File: src/rtl/fifo_pkg.sv
// Shared types and constants for the async FIFO read-side logic.
package fifo_pkg;

  localparam int unsigned DEF_DATA_SIZE = 12;
  localparam int unsigned SKID_DEPTH    = 3;
  localparam int unsigned PTR_W         = 2;

  typedef logic [DEF_DATA_SIZE-1:0] fifo_word_t;

  // Circular pointer advance over the skid buffer slots.
  function automatic logic [PTR_W-1:0] ptr_next(input logic [PTR_W-1:0] p);
    return (p == PTR_W'(SKID_DEPTH - 1)) ? '0 : p + PTR_W'(1);
  endfunction

endpackage

File: src/rtl/fifo_rd_streamer_if.sv
// FIFO read port plus valid/ready output stream of the read-side streamer.
interface fifo_rd_streamer_if #(
  parameter int unsigned DATA_SIZE = 12
);
  logic                 rinc;
  logic                 rEmpty;
  logic [DATA_SIZE-1:0] rData;
  logic [DATA_SIZE-1:0] m_data;
  logic                 m_valid;
  logic                 m_ready;
  logic                 m_last;

  modport master (
    output rinc, m_data, m_valid, m_last,
    input  rEmpty, rData, m_ready
  );

  modport slave (
    input  rinc, m_data, m_valid, m_last,
    output rEmpty, rData, m_ready
  );
endinterface

File: src/rtl/stream_skid_buf.sv
// Three-entry circular skid buffer with push, pop and clear.
module stream_skid_buf
  import fifo_pkg::*;
#(
  parameter int unsigned DATA_SIZE = DEF_DATA_SIZE
) (
  input  logic                 rclk,
  input  logic                 rrst,
  input  logic                 clear,
  input  logic                 push,
  input  logic [DATA_SIZE-1:0] push_data,
  input  logic                 pop,
  output logic [PTR_W-1:0]     occ,
  output logic [PTR_W-1:0]     count,
  output logic [DATA_SIZE-1:0] head
);

  logic [DATA_SIZE-1:0] mem [SKID_DEPTH];
  logic [PTR_W-1:0]     wr_ptr;
  logic [PTR_W-1:0]     rd_ptr;

  always_ff @(posedge rclk) begin
    if (rrst) begin
      mem    <= '{default: '0};
      wr_ptr <= '0;
      rd_ptr <= '0;
      occ    <= '0;
    end else if (clear) begin
      wr_ptr <= '0;
      rd_ptr <= '0;
      occ    <= '0;
    end else begin
      if (push) begin
        mem[wr_ptr] <= push_data;
        wr_ptr      <= ptr_next(wr_ptr);
      end
      if (pop) rd_ptr <= ptr_next(rd_ptr);
      case ({push, pop})
        2'b10:   occ <= occ + PTR_W'(1);
        2'b01:   occ <= occ - PTR_W'(1);
        default: occ <= occ;
      endcase
    end
  end

  // count reports free slots, which is what the read-issue rule needs.
  assign count = PTR_W'(SKID_DEPTH) - occ;
  assign head  = mem[rd_ptr];

endmodule

File: src/rtl/fifo_rd_streamer.sv
// Drains the async FIFO read port into a valid/ready stream with burst framing;
// rinc never looks at m_ready, the skid buffer absorbs the two-cycle read loop.
module fifo_rd_streamer
  import fifo_pkg::*;
#(
  parameter int unsigned DATA_SIZE = DEF_DATA_SIZE,
  parameter int unsigned BURST_LEN = 16,
  parameter int unsigned CNT_SIZE  = 16
) (
  input  logic                rclk,
  input  logic                rrst,
  input  logic                enable,
  input  logic                flush,
  fifo_rd_streamer_if.master  bus,
  output logic [CNT_SIZE-1:0] words_read
);

  localparam int unsigned BEAT_W = (BURST_LEN > 1) ? $clog2(BURST_LEN) : 1;

  logic                 inflight;
  logic [BEAT_W-1:0]    beat;
  logic [PTR_W-1:0]     occ;
  logic [PTR_W-1:0]     free_cnt;
  logic [DATA_SIZE-1:0] head;
  logic                 hs;
  logic                 last_beat;

  stream_skid_buf #(.DATA_SIZE(DATA_SIZE)) u_skid (
    .rclk      (rclk),
    .rrst      (rrst),
    .clear     (flush),
    .push      (inflight && !flush),
    .push_data (bus.rData),
    .pop       (hs),
    .occ       (occ),
    .count     (free_cnt),
    .head      (head)
  );

  // Issue only when the buffer can hold this word on top of any in-flight one.
  assign bus.rinc = enable && !bus.rEmpty && !flush && !rrst
                    && (PTR_W'(inflight) < free_cnt);

  assign hs          = bus.m_valid && bus.m_ready && !flush;
  assign last_beat   = (beat == BEAT_W'(BURST_LEN - 1));
  assign bus.m_valid = (occ != '0);
  assign bus.m_last  = bus.m_valid && last_beat;
  assign bus.m_data  = head;

  always_ff @(posedge rclk) begin
    if (rrst) begin
      inflight   <= 1'b0;
      beat       <= '0;
      words_read <= '0;
    end else if (flush) begin
      inflight <= 1'b0;
      beat     <= '0;
    end else begin
      inflight <= bus.rinc;
      if (hs) begin
        beat       <= last_beat ? '0 : beat + BEAT_W'(1);
        words_read <= words_read + CNT_SIZE'(1);
      end
    end
  end

endmodule

File: src/flat_wrapper.sv
// flat-port wrapper written by rule: the top's interface ports become plain ports
module fifo_rd_streamer_flat import fifo_pkg::*;
#(
  parameter int unsigned DATA_SIZE = DEF_DATA_SIZE,
  parameter int unsigned BURST_LEN = 16,
  parameter int unsigned CNT_SIZE  = 16
)
  (rclk, rrst, enable, flush, words_read, bus_rinc, bus_m_data, bus_m_valid, bus_m_last, bus_rEmpty, bus_rData, bus_m_ready);
  fifo_rd_streamer_if #(.DATA_SIZE(DATA_SIZE)) bus_i ();
  input  logic rclk;
  input  logic rrst;
  input  logic enable;
  input  logic flush;
  output logic [CNT_SIZE-1:0] words_read;
  output wire logic [$bits(bus_i.rinc)-1:0] bus_rinc;
  output wire logic [$bits(bus_i.m_data)-1:0] bus_m_data;
  output wire logic [$bits(bus_i.m_valid)-1:0] bus_m_valid;
  output wire logic [$bits(bus_i.m_last)-1:0] bus_m_last;
  input wire logic [$bits(bus_i.rEmpty)-1:0] bus_rEmpty;
  input wire logic [$bits(bus_i.rData)-1:0] bus_rData;
  input wire logic [$bits(bus_i.m_ready)-1:0] bus_m_ready;
  assign bus_rinc = bus_i.rinc;
  assign bus_m_data = bus_i.m_data;
  assign bus_m_valid = bus_i.m_valid;
  assign bus_m_last = bus_i.m_last;
  assign bus_i.rEmpty = bus_rEmpty;
  assign bus_i.rData = bus_rData;
  assign bus_i.m_ready = bus_m_ready;
  fifo_rd_streamer #(.DATA_SIZE(DATA_SIZE), .BURST_LEN(BURST_LEN), .CNT_SIZE(CNT_SIZE)) u_core (.rclk(rclk), .rrst(rrst), .enable(enable), .flush(flush), .bus(bus_i), .words_read(words_read));
endmodule
File: config.mk
export PLATFORM = sky130hd
export DESIGN_NAME = fifo_rd_streamer_flat
export DESIGN_NICKNAME = d
export VERILOG_FILES = /design/src/rtl/fifo_pkg.sv /design/src/rtl/fifo_rd_streamer_if.sv /design/src/rtl/stream_skid_buf.sv /design/src/rtl/fifo_rd_streamer.sv /design/src/flat_wrapper.sv
export SDC_FILE = /design/constraint.sdc
export NUM_CORES = 1
export LEC_CHECK = 0
export ABC_AREA = 1
export BUFFER_PORTS_ARGS = -buffer_cell sky130_fd_sc_hd__buf_2
export CAP_MARGIN = 20
export CORE_ASPECT_RATIO = 0.8
export CORE_MARGIN = 1
export CORE_UTILIZATION = 55
export DETAILED_ROUTE_END_ITERATION = 12
export PLACE_DENSITY = 0.85
export SLEW_MARGIN = 20
export SYNTH_ARGS = -nofsm -noshare
export SYNTH_HDL_FRONTEND = slang
export SYNTH_SLANG_ARGS = --single-unit
export TNS_END_PERCENT = 10
File: constraint.sdc
create_clock -name rclk -period 2.1 [get_ports rclk]
set_input_delay 0.42 -clock rclk [delete_from_list [all_inputs] [get_ports rclk]]
set_output_delay 0.42 -clock rclk [all_outputs]
set_load 0.01 [all_outputs]
==> results.py, run 1 <==
metrics = {
    "sta": {
        "achievable-frequency_mhz": 531,
        "finalCritPeriodShare_pct": 89.7,
        "setup-violations-final": 0,
        "fin_tns_setup_ns": 0,
        "slew_viol_final": 0,
        "final.min_clock_period_ns": 1.88,
        "grt_setup_unrepaired": "no",
        "final_hold_viol_count": 0,
        "worst-slew-pin-transition_ns": 0.440,
        "slew_headroom_pct": 70.6,
        "fin_skew_ns": 0.00526,
    },
    "logic_synthesis": {
        "synth_mux_area_share_pct": 0,
        "synth.distinct_cells": 28,
        "post-synth-top-area-cell": "sky130_fd_sc_hd__dfxtp_1",
        "synth_flop_cell": "sky130_fd_sc_hd__dfxtp_1",
        "synth_top_family_by_area": "simple AND/OR/NAND/NOR gates",
        "post_synth_fa_ha_maj_area_fraction_pct": 1.33,
        "synth.top_cells.by_area": "sky130_fd_sc_hd__dfxtp_1, sky130_fd_sc_hd__nor2_1, sky130_fd_sc_hd__nand2_1",
        "dominant_cell_by_count_in_the_synthesized_netlist": "sky130_fd_sc_hd__nor2_1",
        "ys_top_cells_by_count": "sky130_fd_sc_hd__nor2_1, sky130_fd_sc_hd__nand2_1, sky130_fd_sc_hd__dfxtp_1, sky130_fd_sc_hd__o21ai_0, sky130_fd_sc_hd__inv_1",
        "synth_simple_gate_area_share_pct": 33.1,
        "flip_flop_and_latch_count_after_synthesis": 63,
        "synth-xor-area-share_pct": 0.621,
        "mappedNetlistArea_mm2": 0.00282,
        "post_synthesis_instance_total": 399,
        "post-synth-top-area-fraction_pct": 44.7,
        "yosys_warnings": 0,
        "compound_gate_fraction_of_synth_area_pct": 12.6,
        "synth.avg_cell_area_um2": 7.07,
        "synth.yosys.seq_area_share_pct": 44.7,
        "async_flop_share_pct": 0,
        "synth-edff-count": 0,
        "syn_nets": 420,
    },
    "finish": {
        "filler_cell_count": 406,
        "antennaDiodeCount": 0,
        "nNetsFinal": 471,
        "share_of_final_layout_standard_cells_stronger_than_drive_strength_1_pct": 17.8,
        "flow.area_growth_from_synthesis_pct": 16.5,
    },
    "placed_design": {
        "gpl.final_weighted_congestion": 0.782,
        "dp.final_hpwl_mm": 4.33,
        "numPortBuffers": 48,
    },
    "global_routing": {
        "maximum_number_of_pins_on_one_net_before_global_route_repair": 50,
        "globalRouteOverflowTotal": 0,
        "grt.met2_usage_pct": 42.1,
        "tot_gr_track_use_pct": 26.3,
        "grt_pass1_vias": 2363,
        "grt_first_pass_wirelength_mm": 10.5,
        "grt_antenna_before_repair": 0,
        "globalRoute.busiestLayer": "met2",
        "grtUsageMet3_pct": 8.69,
        "gr-usage-met1_pct": 32.4,
    },
    "floorplan": {
        "fp.dieW_um": 82.1,
        "row_count": 22,
        "floorplan.initialDensity_pct": 59.2,
        "die_height_um": 66.0,
        "ios": 49,
        "core_mm2": 0.00476,
        "die-area_mm2": 0.00542,
    },
    "hold_path": {
        "hold_path.class": "input port to flop",
    },
    "detailed_routing": {
        "remaining_drc_errors": 0,
        "finalWirelength_mm": 6.40,
        "drt-initial-drc-count": 169,
        "antenna_violating_nets_left": 0,
        "total_iterations_of_the_first_detailed_routing_run": 4,
        "route.vias.total": 2638,
        "vias_per_cell": 5.13,
        "drt-wirelength-per-cell_um": 12.4,
    },
    "clock_tree": {
        "cts_max_path_buffers": 2,
        "clk_root_buffer_cell": "sky130_fd_sc_hd__clkbuf_8",
        "clk_latency_ns": 0.34,
        "h-tree-depth": 3,
        "postCtsHoldBufs": 0,
        "post_cts_repair_resize_count": 0,
        "cts-buffers-inserted": 9,
        "clkSinkCount": 63,
        "post_cts.repair.setup_buffers": 0,
        "clk_pin_slew_ns": 0.07,
        "tritoncts": "done",
    },
    "power_and_ir_drop": {
        "switching_share_pct": 21.9,
        "seq_power_share_pct": 53.5,
        "total_design_power_mw": 2.25,
        "vdd_drop_max_mv": 0.475,
        "power_switching_uw": 492,
        "power_density_mw_per_mm2": 685,
        "internal_power_contribution_mw": 1.76,
        "part_of_the_total_power_dissipated_in_combinational_logic_pct": 4.2,
        "clockPowerShare_pct": 42.3,
        "total_leakage_power_nw": 1.41,
    },
    "critical_path": {
        "cp.required_ns": 1.68,
        "worst-path-max-fanout": 11,
        "crit_type": "flop to primary output",
        "timing.critical_path.from_type": "flop",
        "worstPathArrival_ns": 1.46,
        "critPathCaptureType": "primary output",
    },
    "status": {
        "outcome": "completed",
    },
    "job": {
        "timing.max_cap.violations": 0,
    },
}
final cells by class:
class | instances | area [µm²] | area share (%)
Clock buffer | 15 | 176 | 5.37
Tap cell | 60 | 75.1 | 2.28
Timing Repair Buffer | 56 | 300 | 9.14
Inverter | 34 | 128 | 3.88
Multi-Input combinational cell | 286 | 1350 | 41.0
Sequential cell | 63 | 1260 | 38.4
critical path: stages (launching register included):
cell and delay [ns]:
sky130_fd_sc_hd__dfxtp_1 0.38, sky130_fd_sc_hd__nand2_1 0.11, sky130_fd_sc_hd__inv_1 0.31, sky130_fd_sc_hd__nand2_1 0.09, sky130_fd_sc_hd__nand3_1 0.10, sky130_fd_sc_hd__buf_2 0.13
layout by cell type (no fill, tap or decap), types with 3 or more instances in the layout:
| cell | n |
|---|---|
| sky130_fd_sc_hd__ha_1 | 3 |
| sky130_fd_sc_hd__clkbuf_1 | 3 |
| sky130_fd_sc_hd__a21oi_1 | 19 |
| sky130_fd_sc_hd__buf_2 | 48 |
| sky130_fd_sc_hd__dfxtp_1 | 63 |
| sky130_fd_sc_hd__nand3_1 | 22 |
| sky130_fd_sc_hd__buf_4 | 8 |
| sky130_fd_sc_hd__o21ai_0 | 44 |
| sky130_fd_sc_hd__nor3_1 | 3 |
| sky130_fd_sc_hd__nand2_1 | 70 |
| sky130_fd_sc_hd__clkbuf_8 | 12 |
| sky130_fd_sc_hd__nor2_4 | 4 |
| sky130_fd_sc_hd__inv_1 | 33 |
| sky130_fd_sc_hd__nor2_1 | 98 |
| sky130_fd_sc_hd__nor2_2 | 3 |
| sky130_fd_sc_hd__nand4_1 | 4 |
| sky130_fd_sc_hd__nor4_1 | 3 |
| sky130_fd_sc_hd__o21ai_1 | 3 |
routing by layer:
metal  routed length (µm)  share of wire, %  up-vias
met2                 2960                46       81
met5                    0                 0        -
li1                     -                 -     1375
met3                  393               6.1       12
met4                  109               1.7        0
met1                 2940                46     1170
kinds of logic after synthesis:
logic type               Yosys count
AO/OA/AOI/OAI                     69
AND/OR/NAND/NOR                  212
XOR/XNOR                           2
buffers and inverters             50
adder cells (fa/ha/maj)            3
flip-flops                        63
registers in the layout, summed over array words and instances (netlist names):
name                  flops
u_core.u_skid.mem        36
u_core.words_read        16
u_core.beat               4
u_core.u_skid.occ         2
u_core.u_skid.rd_ptr      2
u_core.u_skid.wr_ptr      2
u_core.inflight           1
power groups by stage:
stage,combinational [mW],sequential (mW),clock [mW]
detailed placement,0.0936,1.23,0
finish,0.0944,1.20,0.951
CTS,0.0946,1.20,0.968
global route,0.107,1.20,1.04
global placement,0.0913,1.23,0
floorplan,0.0538,1.23,0
metrics by stage:
| step | util [%] | area [µm²] | setup WS (ns) | hold slack, ns | std cells |
|---|---|---|---|---|---|
| 2_1_floorplan | - | 2820 | 0.463 | 0.429 | 399 |
| 3_3_place_gp | 65.3 | 3110 | 0.446 | 0.459 | 499 |
| 3_5_place_dp | 65.3 | 3110 | 0.403 | 0.471 | 499 |
| 4_1_cts | 69.0 | 3280 | 0.128 | 0.238 | 514 |
| 5_1_grt | 69.0 | 3290 | 0.0706 | 0.236 | 514 |
| 6_report | 69.0 | 3290 | 0.216 | 0.250 | 514 |
worst paths after layout:
check,startpoint,end,slack [ns],cells after the start
setup / recovery,u_core.u_skid.rd_ptr[0],bus_m_data[6],0.22,5
hold / removal,bus_rEmpty,u_core.inflight,0.25,2
setup reg to reg,u_core.u_skid.occ[0],u_core.u_skid.occ[1],0.52,8
hold reg to reg,u_core.u_skid.mem[16],u_core.u_skid.mem[16],0.48,2
Note: power is estimated with default switching activity, not from simulation.
==> run 2, diff against run 1 <==
CORE_MARGIN = 4   (was 1)
==> run 2 against run 1 <==
Sequential power barely moved. Wire length down 1.2%. Sequential cell count unchanged. Combinational power about the same. First-iteration DRC count up 16%. Design area up 0.88%. Non-clock buffer count increased by 1. Sequential share of layout area shrank 0.33 points. Clock power rose by 9%. Critical path depth grew 1. Clock skew rose by 0.0050 ns.
==> results.py, run 2 (synthesized netlist as in run 1, its figures left out) <==
metrics = {
    "finish": {
        "top_register": "u_core.u_skid.mem",
        "layout.cells.most_common": "sky130_fd_sc_hd__nor2_1",
        "layout.cells.most_common_list": "sky130_fd_sc_hd__nor2_1, sky130_fd_sc_hd__nand2_1, sky130_fd_sc_hd__dfxtp_1",
        "nNetsFinal": 472,
        "largest_register_ffs": 36,
        "flow.area_growth_from_synthesis_pct": 17.6,
        "share_of_final_layout_standard_cells_stronger_than_drive_strength_1_pct": 18.6,
        "antennaDiodeCount": 0,
        "layout.cells.non_filler": 518,
        "largest_registers": "u_core.u_skid.mem (36), u_core.words_read (16), u_core.beat (4)",
    },
    "critical_path": {
        "critPathCaptureType": "primary output",
        "crit_type": "flop to primary output",
        "critical_path.max_stage_delay_ns": 0.33,
        "cp.required_ns": 1.68,
        "worstPathCellList": "inv_1, nand2_1, inv_1, nand2_1, nand3_1, buf_2",
        "worstPathArrival_ns": 1.47,
        "timing.critical_path.from_type": "flop",
        "worst-path-max-fanout": 11,
        "timing.critical_path.slowest_stage_cell": "sky130_fd_sc_hd__dfxtp_1",
    },
    "global_routing": {
        "tot_gr_track_use_pct": 21.6,
        "grt_pass1_vias": 2483,
        "grt_first_pass_wirelength_mm": 10.7,
        "globalRouteOverflowTotal": 0,
        "grt_antenna_before_repair": 0,
        "maximum_number_of_pins_on_one_net_before_global_route_repair": 47,
    },
    "detailed_routing": {
        "remaining_drc_errors": 0,
        "antenna_violating_nets_left": 0,
        "route.vias.total": 2644,
        "drt-wirelength-per-cell_um": 12.2,
        "drt-initial-drc-count": 196,
        "finalWirelength_mm": 6.32,
        "total_iterations_of_the_first_detailed_routing_run": 5,
        "vias_per_cell": 5.10,
    },
    "clock_tree": {
        "post_cts.repair.setup_buffers": 0,
        "clk_latency_ns": 0.34,
        "h-tree-depth": 3,
        "clk_root_buffer_cell": "sky130_fd_sc_hd__clkbuf_8",
        "post_cts_repair_resize_count": 0,
        "clk_pin_slew_ns": 0.07,
        "clkSinkCount": 63,
        "cts_max_path_buffers": 2,
        "tritoncts": "done",
        "cts-buffers-inserted": 9,
        "postCtsHoldBufs": 0,
    },
    "power_and_ir_drop": {
        "power_density_mw_per_mm2": 705,
        "total_leakage_power_nw": 1.42,
        "vdd_drop_max_mv": 0.480,
        "total_design_power_mw": 2.34,
    },
    "sta": {
        "final.min_clock_period_ns": 1.89,
        "finalCritPeriodShare_pct": 90.2,
        "slew_viol_final": 0,
        "grt_setup_unrepaired": "no",
        "final_hold_viol_count": 0,
        "fin_worst_hold_slack_ns": 0.245,
        "fin_tns_setup_ns": 0,
        "setup-violations-final": 0,
        "slew_headroom_pct": 71.7,
        "worst-slew-pin-transition_ns": 0.424,
        "achievable-frequency_mhz": 528,
        "fin_skew_ns": 0.0102,
    },
    "floorplan": {
        "die-area_mm2": 0.00634,
        "fp.dieW_um": 88.1,
        "die_height_um": 72.0,
        "core_mm2": 0.00498,
        "ios": 49,
        "row_count": 23,
        "floorplan.initialDensity_pct": 56.6,
    },
    "status": {
        "outcome": "completed",
    },
    "placed_design": {
        "dp.cells": 502,
        "numPortBuffers": 48,
        "gpl.final_weighted_congestion": 0.857,
        "dp.final_hpwl_mm": 4.39,
    },
    "hold_path": {
        "hold_path.class": "input port to flop",
    },
    "job": {
        "timing.max_cap.violations": 0,
    },
}
## run 2: per-stage QoR
stage / setup WS, ns / instance area (µm²) / util, %
floorplan: 0.463 / 2820 / -
global placement: 0.429 / 3120 / 62.6
CTS: 0.177 / 3320 / 66.6
detailed placement: 0.386 / 3120 / 62.6
finish: 0.206 / 3320 / 66.6
global route: 0.0548 / 3320 / 66.6
## run 2: area by class of cell
class / count / area, µm²
clock buffers: 10 / 138
clock inverters: 6 / 60.1
fillers: 422 / 1660
inverters: 34 / 128
multi-input cells: 286 / 1340
flip-flops and latches: 63 / 1260
well taps: 62 / 77.6
repair buffers: 57 / 308
## run 2: worst max-delay path, delay by kind of cell (launching register included)
| family | cells | cell delay [ns] |
|---|---|---|
| AND/OR/NAND/NOR | 3 | 0.27 |
| buffers and inverters | 3 | 0.53 |
| flip-flops | 1 | 0.33 |
## run 2: final timing paths
kind | from | endpoint | slack, ns | cells after the start
hold reg to reg | u_core.u_skid.mem[16] | u_core.u_skid.mem[16] | 0.46 | 2
hold / removal | bus_rEmpty | u_core.inflight | 0.24 | 2
setup reg to reg | u_core.u_skid.occ[0] | u_core.u_skid.occ[1] | 0.52 | 8
setup / recovery | u_core.u_skid.rd_ptr[1] | bus_m_data[6] | 0.21 | 6
## run 2: report_power, final
| group | leakage (nW) | switching [mW] | total, mW | internal [mW] |
|---|---|---|---|---|
| combinational | 0.818 | 0.0580 | 0.0943 | 0.0364 |
| sequential | 0.508 | 0.00352 | 1.20 | 1.20 |
| clock | 0.0981 | 0.465 | 1.04 | 0.573 |
| total | 1.42 | 0.527 | 2.34 | 1.81 |
## run 2: per-layer routing
layer | track usage (%) | vias to the layer above | routed length [µm]
met4 | 6.71 | 0 | 45
met3 | 8.63 | 4 | 417
met1 | 26.8 | 1194 | 2860
met2 | 34.8 | 68 | 3000
met5 | 0 | - | 0
li1 | - | 1378 | -
==> run 3, diff against run 2 <==
ABC_AREA = unset   (was 1)
==> run 3 against run 2 <==
Utilization up 2.0 points. Synthesized cell count down 14%. Fmax down 0.81%. Cell count down 11%. Global-route usage up 0.23 points. Clock-buffer cell count up 3. Highest routed layer unchanged. Non-clock buffer count unchanged. Sequential cell count unchanged.
==> results.py, run 3 <==
metrics = {
    "status": {
        "outcome": "completed",
    },
    "clock_tree": {
        "post_cts.repair.setup_buffers": 0,
        "clk_latency_ns": 0.34,
        "cts-buffers-inserted": 9,
        "clk_pin_slew_ns": 0.07,
        "tritoncts": "done",
        "cts_max_path_buffers": 2,
        "postCtsHoldBufs": 0,
        "clkSinkCount": 63,
        "post_cts_repair_resize_count": 0,
        "clk_root_buffer_cell": "sky130_fd_sc_hd__clkbuf_8",
        "h-tree-depth": 3,
    },
    "global_routing": {
        "maximum_number_of_pins_on_one_net_before_global_route_repair": 54,
        "grt_antenna_before_repair": 0,
        "grt_pass1_vias": 2459,
        "grt_first_pass_wirelength_mm": 10.8,
        "tot_gr_track_use_pct": 21.9,
        "globalRouteOverflowTotal": 0,
    },
    "sta": {
        "fin_tns_setup_ns": 0,
        "grt_setup_unrepaired": "no",
        "finalCritPeriodShare_pct": 90.9,
        "layout_setup_ws_ns": 0.191,
        "slew_headroom_pct": 61.2,
        "achievable-frequency_mhz": 524,
        "slew_viol_final": 0,
        "worst-slew-pin-transition_ns": 0.580,
        "final_hold_viol_count": 0,
        "fin_skew_ns": 0.00601,
        "setup-violations-final": 0,
        "final.min_clock_period_ns": 1.91,
    },
    "critical_path": {
        "worst-path-max-fanout": 8,
        "cp.required_ns": 1.68,
        "flop2flop_setup_slack_ns": 0.29,
        "crit_type": "flop to primary output",
        "timing.critical_path.from_type": "flop",
        "worstPathArrival_ns": 1.49,
        "critPathCaptureType": "primary output",
    },
    "floorplan": {
        "ios": 49,
        "floorplan.initialDensity_pct": 58.5,
        "die-area_mm2": 0.00624,
        "row_count": 22,
        "core_mm2": 0.00473,
        "die_height_um": 71.5,
        "fp.dieW_um": 87.3,
    },
    "logic_synthesis": {
        "mappedNetlistArea_mm2": 0.00277,
        "post_synthesis_instance_total": 345,
        "synth_flop_cell": "sky130_fd_sc_hd__dfxtp_1",
        "ys_top_cells_by_count": "sky130_fd_sc_hd__nand2_1, sky130_fd_sc_hd__dfxtp_1, sky130_fd_sc_hd__a21oi_1, sky130_fd_sc_hd__o21ai_0, sky130_fd_sc_hd__nor2_1",
        "synth_mux_area_share_pct": 5.47,
        "synth.yosys.seq_area_share_pct": 45.5,
        "synth_simple_gate_area_share_pct": 27.2,
        "synth.distinct_cells": 40,
        "synth.avg_cell_area_um2": 8.03,
        "post-synth-top-area-fraction_pct": 45.5,
        "compound_gate_fraction_of_synth_area_pct": 13.6,
        "syn_nets": 366,
        "yosys_warnings": 0,
        "synth-edff-count": 0,
        "synth.top_cells.by_area": "sky130_fd_sc_hd__dfxtp_1, sky130_fd_sc_hd__nand2_1, sky130_fd_sc_hd__a21oi_1",
        "async_flop_share_pct": 0,
        "synth-xor-area-share_pct": 3.16,
        "post_synth_fa_ha_maj_area_fraction_pct": 1.36,
        "dominant_cell_by_count_in_the_synthesized_netlist": "sky130_fd_sc_hd__nand2_1",
        "flip_flop_and_latch_count_after_synthesis": 63,
        "synth_top_family_by_area": "simple AND/OR/NAND/NOR gates",
        "post-synth-top-area-cell": "sky130_fd_sc_hd__dfxtp_1",
    },
    "power_and_ir_drop": {
        "vdd_drop_max_mv": 0.393,
        "power_density_mw_per_mm2": 681,
        "total_leakage_power_nw": 1.20,
    },
    "finish": {
        "layout.cells.most_common_list": "sky130_fd_sc_hd__nand2_1, sky130_fd_sc_hd__dfxtp_1, sky130_fd_sc_hd__a21oi_1",
        "top_register": "u_core.u_skid.mem",
        "share_of_final_layout_standard_cells_stronger_than_drive_strength_1_pct": 20.5,
        "nNetsFinal": 416,
        "layout.cells.most_common": "sky130_fd_sc_hd__nand2_1",
        "largest_register_ffs": 36,
        "flow.area_growth_from_synthesis_pct": 17.3,
        "antennaDiodeCount": 0,
        "largest_registers": "u_core.u_skid.mem (36), u_core.words_read (16), u_core.beat (4)",
    },
    "placed_design": {
        "numPortBuffers": 48,
        "place_ws_ns": 0.301,
        "dp.final_hpwl_mm": 4.36,
        "gpl.final_weighted_congestion": 0.769,
    },
    "detailed_routing": {
        "drt-wirelength-per-cell_um": 14.2,
        "vias_per_cell": 5.51,
        "remaining_drc_errors": 0,
        "drt-initial-drc-count": 124,
        "total_iterations_of_the_first_detailed_routing_run": 4,
        "finalWirelength_mm": 6.54,
        "antenna_violating_nets_left": 0,
        "route.vias.total": 2536,
    },
    "hold_path": {
        "hold_path.class": "input port to flop",
    },
    "job": {
        "timing.max_cap.violations": 0,
    },
}
## run 3: changes by cell type after synthesis, sizes merged, moves of 14 or more
cell   delta
a21oi    +31
nor2     -90
nand2    +29
mux2i    +14
nand3    -16
o21ai    -30
inv      -30
## run 3: routing by layer
metal | vias up | routed length (µm) | global-route usage, %
met1 | 1203 | 2900 | 26.8
met4 | 0 | 64 | 8.18
met3 | 6 | 328 | 6.67
met2 | 59 | 3250 | 36.1
met5 | - | 0 | 0
li1 | 1268 | - | -
## run 3: kinds of logic (layout without fill, tap and decap cells)
group	after synthesis	count (layout)
buffers and inverters	22	77
AO/OA/AOI/OAI	73	73
multiplexers	15	15
AND/OR/NAND/NOR	159	159
flip-flops	63	63
adder cells (fa/ha/maj)	3	3
XOR/XNOR	10	10
## run 3: report_power, final
part	internal [mW]	leakage, nW	total [mW]	switching [mW]
registers	1.20	0.507	1.20	0.00325
clock network	0.489	0.0894	0.934	0.445
logic	0.0265	0.604	0.0746	0.0481
## run 3: stage by stage
| stage | hold slack, ns | total power, mW | cells | area [µm²] | util (%) |
|---|---|---|---|---|---|
| detailed placement | 0.447 | 1.30 | 444 | 3070 | 64.9 |
| finish | 0.260 | 2.21 | 460 | 3250 | 68.6 |
| global route | 0.269 | 2.28 | 460 | 3250 | 68.6 |
| floorplan | 0.436 | 1.27 | 345 | 2770 | - |
| global placement | 0.441 | 1.30 | 444 | 3070 | 64.9 |
| CTS | 0.250 | 2.22 | 460 | 3250 | 68.6 |
## run 3: cell type report
type	count	area (µm²)
clock buffer	13	159
clock inverter	3	17.5
fill	389	1490
inverter	4	20.0
multi-input combinational	260	1410
sequential	63	1260
tap	60	75.1
timing repair buffer	57	308
## run 3: final timing paths
path | startpoint | endpoint | depth (start not counted)
setup / recovery | u_core.u_skid.rd_ptr[1] | bus_m_data[9] | 5
hold reg to reg | u_core.u_skid.mem[12] | u_core.u_skid.mem[12] | 2
hold / removal | bus_rEmpty | u_core.inflight | 2
setup reg to reg | u_core.u_skid.occ[0] | u_core.u_skid.occ[1] | 7
## run 3: worst max-delay path: stages, from the launching register on
cell	delay, ns
sky130_fd_sc_hd__dfxtp_1	0.32
sky130_fd_sc_hd__nor2b_1	0.27
sky130_fd_sc_hd__buf_4	0.22
sky130_fd_sc_hd__nand2_1	0.07
sky130_fd_sc_hd__o21ai_0	0.10
sky130_fd_sc_hd__buf_2	0.17
